[src/rtl/tile_buf_pkg.sv]
// Shared constants and packer state encoding for the tile-buffer SRAM write path.
package tile_buf_pkg;

  localparam int IN_W   = 64;
  localparam int LINE_W = 512;
  localparam int LANES  = LINE_W / IN_W;
  localparam int ADDR_W = 7;
  localparam int DEPTH  = 1 << ADDR_W;

  typedef enum logic [1:0] {
    IDLE = 2'd0,
    FILL = 2'd1,
    DONE = 2'd2
  } packer_state_e;

endpackage

[src/rtl/sram_line_packer_line_assembler.sv]
// Collects IN_W words into one LINE_W line; lanes not yet written in the
// current line always read as zero, so an early flush is zero-padded.
module line_assembler
  import tile_buf_pkg::*;
#(
  parameter int IN_W   = tile_buf_pkg::IN_W,
  parameter int LINE_W = tile_buf_pkg::LINE_W
) (
  input  logic                                  clock,
  input  logic                                  reset,
  input  logic                                  clear,
  input  logic                                  wr_en,
  input  logic                                  flush,
  input  logic [IN_W-1:0]                       wr_data,
  output logic [LINE_W-1:0]                     line_out,
  output logic [$clog2(LINE_W/IN_W)-1:0]        lane_cnt
);

  localparam int LANES = LINE_W / IN_W;
  localparam int CNT_W = $clog2(LANES);

  logic [IN_W-1:0] lanes [LANES];

  always_ff @(posedge clock) begin
    if (reset) begin
      lane_cnt <= '0;
      for (int k = 0; k < LANES; k++) lanes[k] <= '0;
    end else if (clear) begin
      lane_cnt <= '0;
    end else if (wr_en) begin
      lanes[lane_cnt] <= wr_data;
      lane_cnt        <= flush ? '0 : lane_cnt + CNT_W'(1);
    end
  end

  // Line as it will look including the word being accepted this cycle.
  always_comb begin
    line_out = '0;
    for (int k = 0; k < LANES; k++) begin
      if (CNT_W'(k) < lane_cnt)       line_out[k*IN_W +: IN_W] = lanes[k];
      else if (CNT_W'(k) == lane_cnt) line_out[k*IN_W +: IN_W] = wr_data;
    end
  end

endmodule

[src/rtl/sram_line_packer.sv]
// Packs a valid/ready word stream into full SRAM lines and drives one SRAM
// write port; start loads base address and line count, done marks completion.
module sram_line_packer
  import tile_buf_pkg::*;
#(
  parameter int IN_W   = tile_buf_pkg::IN_W,
  parameter int LINE_W = tile_buf_pkg::LINE_W,
  parameter int ADDR_W = tile_buf_pkg::ADDR_W
) (
  input  logic                clock,
  input  logic                reset,
  input  logic                start,
  input  logic [ADDR_W-1:0]   base_addr,
  input  logic [ADDR_W:0]     num_lines,
  input  logic                in_valid,
  input  logic [IN_W-1:0]     in_data,
  input  logic                in_last,
  output logic                in_ready,
  output logic [ADDR_W-1:0]   sram_a,
  output logic [LINE_W-1:0]   sram_i,
  output logic                sram_csb,
  output logic                sram_web,
  output logic                sram_oeb,
  output logic                busy,
  output logic                done,
  output logic                short_tile,
  output packer_state_e       dbg_state
);

  localparam int LANES = LINE_W / IN_W;
  localparam int CNT_W = $clog2(LANES);

  // Handshake: a word moves only on a cycle where in_valid and in_ready are
  // both high; in_ready is registered and high exactly while in FILL.
  packer_state_e state, state_d;
  logic [ADDR_W-1:0] base_q, base_d;
  logic [ADDR_W:0]   num_q, num_d, line_cnt, line_cnt_d;
  logic [ADDR_W-1:0] a_d;
  logic [LINE_W-1:0] i_d, line_out;
  logic [CNT_W-1:0]  lane_cnt;
  logic ready_d, csb_q, csb_d, web_q, web_d, busy_d, done_d, short_d, clear;
  logic xfer, lane_full, last_line, line_done, final_line;

  assign xfer       = in_valid & in_ready;
  assign lane_full  = (lane_cnt == CNT_W'(LANES - 1));
  assign last_line  = (line_cnt == num_q - 1'b1);
  assign line_done  = xfer & (lane_full | in_last);
  assign final_line = line_done & (in_last | last_line);

  line_assembler #(.IN_W(IN_W), .LINE_W(LINE_W)) u_asm (
    .clock    (clock),
    .reset    (reset),
    .clear    (clear),
    .wr_en    (xfer),
    .flush    (line_done),
    .wr_data  (in_data),
    .line_out (line_out),
    .lane_cnt (lane_cnt)
  );

  always_comb begin
    state_d    = state;
    base_d     = base_q;
    num_d      = num_q;
    line_cnt_d = line_cnt;
    ready_d    = 1'b0;
    a_d        = sram_a;
    i_d        = sram_i;
    csb_d      = 1'b1;
    web_d      = 1'b1;
    busy_d     = busy;
    done_d     = 1'b0;
    short_d    = short_tile;
    clear      = 1'b0;
    case (state)
      IDLE: begin
        if (start) begin
          clear      = 1'b1;
          base_d     = base_addr;
          num_d      = num_lines;
          line_cnt_d = '0;
          short_d    = 1'b0;
          busy_d     = 1'b1;
          if (num_lines == '0) begin
            state_d = DONE;
          end else begin
            state_d = FILL;
            ready_d = 1'b1;
          end
        end
      end
      FILL: begin
        ready_d = 1'b1;
        if (line_done) begin
          csb_d      = 1'b0;
          web_d      = 1'b0;
          a_d        = base_q + line_cnt[ADDR_W-1:0];
          i_d        = line_out;
          line_cnt_d = line_cnt + 1'b1;
          if (final_line) begin
            state_d = DONE;
            ready_d = 1'b0;
            short_d = in_last & ~(lane_full & last_line);
          end
        end
      end
      DONE: begin
        busy_d  = 1'b0;
        done_d  = 1'b1;
        state_d = IDLE;
      end
      default: state_d = IDLE;
    endcase
  end

  always_ff @(posedge clock) begin
    if (reset) begin
      state      <= IDLE;
      base_q     <= '0;
      num_q      <= '0;
      line_cnt   <= '0;
      in_ready   <= 1'b0;
      sram_a     <= '0;
      sram_i     <= '0;
      csb_q      <= 1'b1;
      web_q      <= 1'b1;
      busy       <= 1'b0;
      done       <= 1'b0;
      short_tile <= 1'b0;
    end else begin
      state      <= state_d;
      base_q     <= base_d;
      num_q      <= num_d;
      line_cnt   <= line_cnt_d;
      in_ready   <= ready_d;
      sram_a     <= a_d;
      sram_i     <= i_d;
      csb_q      <= csb_d;
      web_q      <= web_d;
      busy       <= busy_d;
      done       <= done_d;
      short_tile <= short_d;
    end
  end

  // Reset arriving while a write sits on the pins must stop the SRAM from
  // sampling it at the next edge, so the strobes are gated directly.
  assign sram_csb  = csb_q | reset;
  assign sram_web  = web_q | reset;
  assign sram_oeb  = 1'b1;
  assign dbg_state = state;

endmodule

[config.mk]
export PLATFORM = sky130hd
export DESIGN_NAME = sram_line_packer
export DESIGN_NICKNAME = d
export VERILOG_FILES = /design/src/rtl/tile_buf_pkg.sv /design/src/rtl/sram_line_packer_line_assembler.sv /design/src/rtl/sram_line_packer.sv
export SDC_FILE = /design/constraint.sdc
export NUM_CORES = 2
export LEC_CHECK = 0
export BUFFER_PORTS_ARGS = -buffer_cell sky130_fd_sc_hd__buf_2
export CAP_MARGIN = 20
export CORE_MARGIN = 3
export CORE_UTILIZATION = 45
export DETAILED_ROUTE_END_ITERATION = 6
export PLACE_DENSITY = 0.66
export SYNTH_ARGS = -nofsm -noshare
export SYNTH_HDL_FRONTEND = slang
export SYNTH_SLANG_ARGS = --single-unit
[constraint.sdc]
create_clock -name clock -period 3.3 [get_ports clock]
set_input_delay 0.66 -clock clock [delete_from_list [all_inputs] [get_ports clock]]
set_output_delay 0.66 -clock clock [all_outputs]
set_load 0.01 [all_outputs]
==> metrics <==
Slew @ Worst Pin=between 1000 and 1500 ps; Fin. Hold Viols=0; CP Capture Type=flop; mux cell area share after synthesis=1.688%; CTS Sinks=1,000; Relative slew margins=roughly 13%; Yosys top cell area share=33.79%; CTS H-tree lvls=3; total negative slack=0 ps; DRC=0; status=finished clean; Finished Layout Cells=between 5,000 and 6,000; worst path required time=a little under 4000 ps; arrival time worst endpoint=around 3300 ps; Peak VDD IR=0.0004624 V; post-synth top area cell=edfxtp_1; Iteration-0 DRC Markers=2,615; DIE HEIGHT=between 300 and 400 um; slowest stage cell, crit path=and3_4; total track usage=about 27%; syn_area_per_cell=~11 um2; total CTS buffers=approximately 100; total die area=92,070 um2; post-route minimum period=~2800 ps; vias in the first global route=28,930; core area=87,290 um2; antenna violations before repair=3; Fmax achieved=around 360 MHz; sequential area share after synthesis=between 60% and 70%; Clock Tree Root=clkbuf_16; CP max FO=between 60 and 70; Rows=about 110; Adder-Cell Fraction of Synth Area=less than 1%; Post-CTS Resized=0; Distinct cells, synth=59; hold crit path type=in2reg; largest family of logic cells by synthesized area=simple AND/OR/NAND/NOR gates; Overflow after GRT=0; DR vias/cell=approximately 5.8; Syn. warnings=0; fraction of the cycle the final worst path needs=83.74%; Post-CTS Setup Bufs=0; EDFF count, synth=~450; Final GP Congestion=approximately 0.85; Wirelength per Cell=between 20 and 25 um; cell count after synthesis=between 3,000 and 4,000; DIE WIDTH=about 300 um; RSZ-0062 raised after global routing=false; Synth area leaders=edfxtp_1 34%, dfxtp_1 28%, and2_1 7.1%; Fillers=7,688; Port Buffers=between 600 and 700; top cells by count, synth=552 x dfxtp_1, 471 x nor2_1, 450 x and2_1, 448 x edfxtp_1, 348 x clkbuf_1; CTS tree=yes; Power Dens Cells=562.2 nW/um2; Post-DP HPWL=about 80,000 um; Synth Flop Type=dfxtp_1; startpoint types=flop; max-slew violation count=0; post-synthesis simple-gate area fraction=a little under a fifth; Routed WL=around 130,000 um; count leader, synth=dfxtp_1; clk_lat worst skew=680 ps; Routed Antenna Nets=0; Post-CTS Hold Buffers=0; Crit Path Class=reg2reg; flops & latches, synth=about 1,000; initial core utilization=between 40 and 50%; Buf/Inv on CP=1; Area growth syn-to-layout=19.05%; ys async rst share=0%; CP cell instances=buf_4 > and3_4 > a221oi_1 > nor3_1; Compound-Gate Fraction of Synth Area=about an eighth; max incr delay on CP=between 900 and 1000 ps; xor/xnor share of the synthesized area=less than 1%; Pre-Repair DR Iteration Count=5; Setup violations, final=0; largest net degree at the start of global routing=between 150 and 200; Worst Skew=33.94 ps; Vias=roughly 30,000; Syn Nets=~3,700; max cap viols=0; Final #Nets=around 4,100; CTS clk-pin slew, worst paths=around 60 ps; tightest hold margin=around 230 ps; share of post-route cells with drive strength above 1=23.21%; first-pass GRT wire length=~190,000 um; CTS Buffer Depth=3; Top Family by Delay on Critical Path=simple AND/OR/NAND/NOR gates; cell leakage power=18.21 nW; IO Count=between 600 and 700; total power after layout=roughly 27 mW; Placed Instances=5,068; Post-Syn Area=39,810 um2
==> metrics by stage <==
stage / cell area (um2) / worst slack [ps] / util (%)
detailed placement: 43920 / 340.5 / 50.32
finish: 47390 / 536.4 / 54.29
global placement: 43920 / 335.7 / 50.32
floorplan: 39810 / 247.8 / -
CTS: 47390 / 553.2 / 54.29
global route: 47390 / 420.6 / 54.29
==> worst reg2reg max path: cells and delay by family, from the launching register on <==
| kind | cells | cell delay [ps] |
|---|---|---|
| DFF | 1 | 720 |
| and+or+nand+nor | 2 | 1180 |
| AOI/OAI and AO/OA | 1 | 330 |
| buffers and inverters | 1 | 450 |
==> state kept, by name (all words and copies together) (netlist names) <==
register and cells:
u_asm.lane_cnt 3, sram_i 512, num_q 8, u_asm.lanes 448, dbg_state 2, short_tile 1, in_ready 1, busy 1
web_q 1, done 1, sram_a 7, line_cnt 8, base_q 7
==> final cells by class <==
type / instances / area (um2) / area share [%]
antenna: 1 / 2.502 / 0.005280
sequential: 1000 / 24510 / 51.72
clock buffer: 161 / 3059 / 6.455
clock inverter: 37 / 410.4 / 0.8659
timing repair buffer: 698 / 4149 / 8.754
multi-input combinational: 2206 / 13780 / 29.08
tap: 1155 / 1445 / 3.049
inverter: 9 / 33.78 / 0.07128
==> worst paths after layout <==
kind	startpoint	endpoint	slack [ps]	cells after the start
max	u_asm.lane_cnt[2]$_SDFFE_PP0P_	sram_i[446]$_SDFFE_PP0P_	540	4
max reg2reg	u_asm.lane_cnt[2]$_SDFFE_PP0P_	sram_i[446]$_SDFFE_PP0P_	540	4
min reg2reg	sram_a[0]$_SDFFE_PP0P_	sram_a[0]$_SDFFE_PP0P_	470	2
min	base_addr[4]	base_q[4]$_SDFFE_PP0P_	230	3
==> routing by layer <==
layer	part of all wire [%]	track usage [%]
met5	0	0
met4	3.2	9.129
met3	8.4	5.415
met2	47	44.22
met1	41	37.20
==> layout by cell type (no fill, tap or decap), types with 4 or more instances in the layout <==
cell,instances
a221oi_1,256
clkinv_1,5
a211oi_2,60
a21oi_1,27
clkbuf_1,35
or2_4,8
nor2_1,468
inv_6,4
buf_12,34
a311oi_1,129
nor2_4,4
and2_1,449
nor3_1,262
nor2b_1,4
clkbuf_16,106
inv_1,8
clkinv_2,17
xnor2_1,6
nand2_1,170
nand2b_1,5
buf_2,609
ha_1,11
bufinv_16,5
xor2_1,11
a22o_1,64
or3_1,4
edfxtp_1,448
mux2i_1,66
dfxtp_1,550
clkbuf_8,20
o21ai_0,8
nand3_1,134
a211oi_1,7
buf_4,54
==> report_power, final <==
| group | switching (mW) | total (mW) | leakage, nW | internal (mW) |
|---|---|---|---|---|
| sequential | 0.170 | 13.4 | 9.09 | 13.3 |
| clock | 4.96 | 11.8 | 1.70 | 6.81 |
| combinational | 1.02 | 1.44 | 7.42 | 0.424 |
==> cell families (layout without fill, tap and decap cells) <==
| kind of cell | Yosys count | in the layout |
|---|---|---|
| AO/OA/AOI/OAI | 570 | 570 |
| XOR/XNOR | 17 | 17 |
| adder cells (fa/ha/maj) | 13 | 13 |
| buffers and inverters | 404 | 905 |
| flip-flops | 1000 | 1000 |
| multiplexers | 67 | 67 |
| other | 1 | 2 |
| AND/OR/NAND/NOR | 1538 | 1538 |
Power figures use the tool's default switching activity.
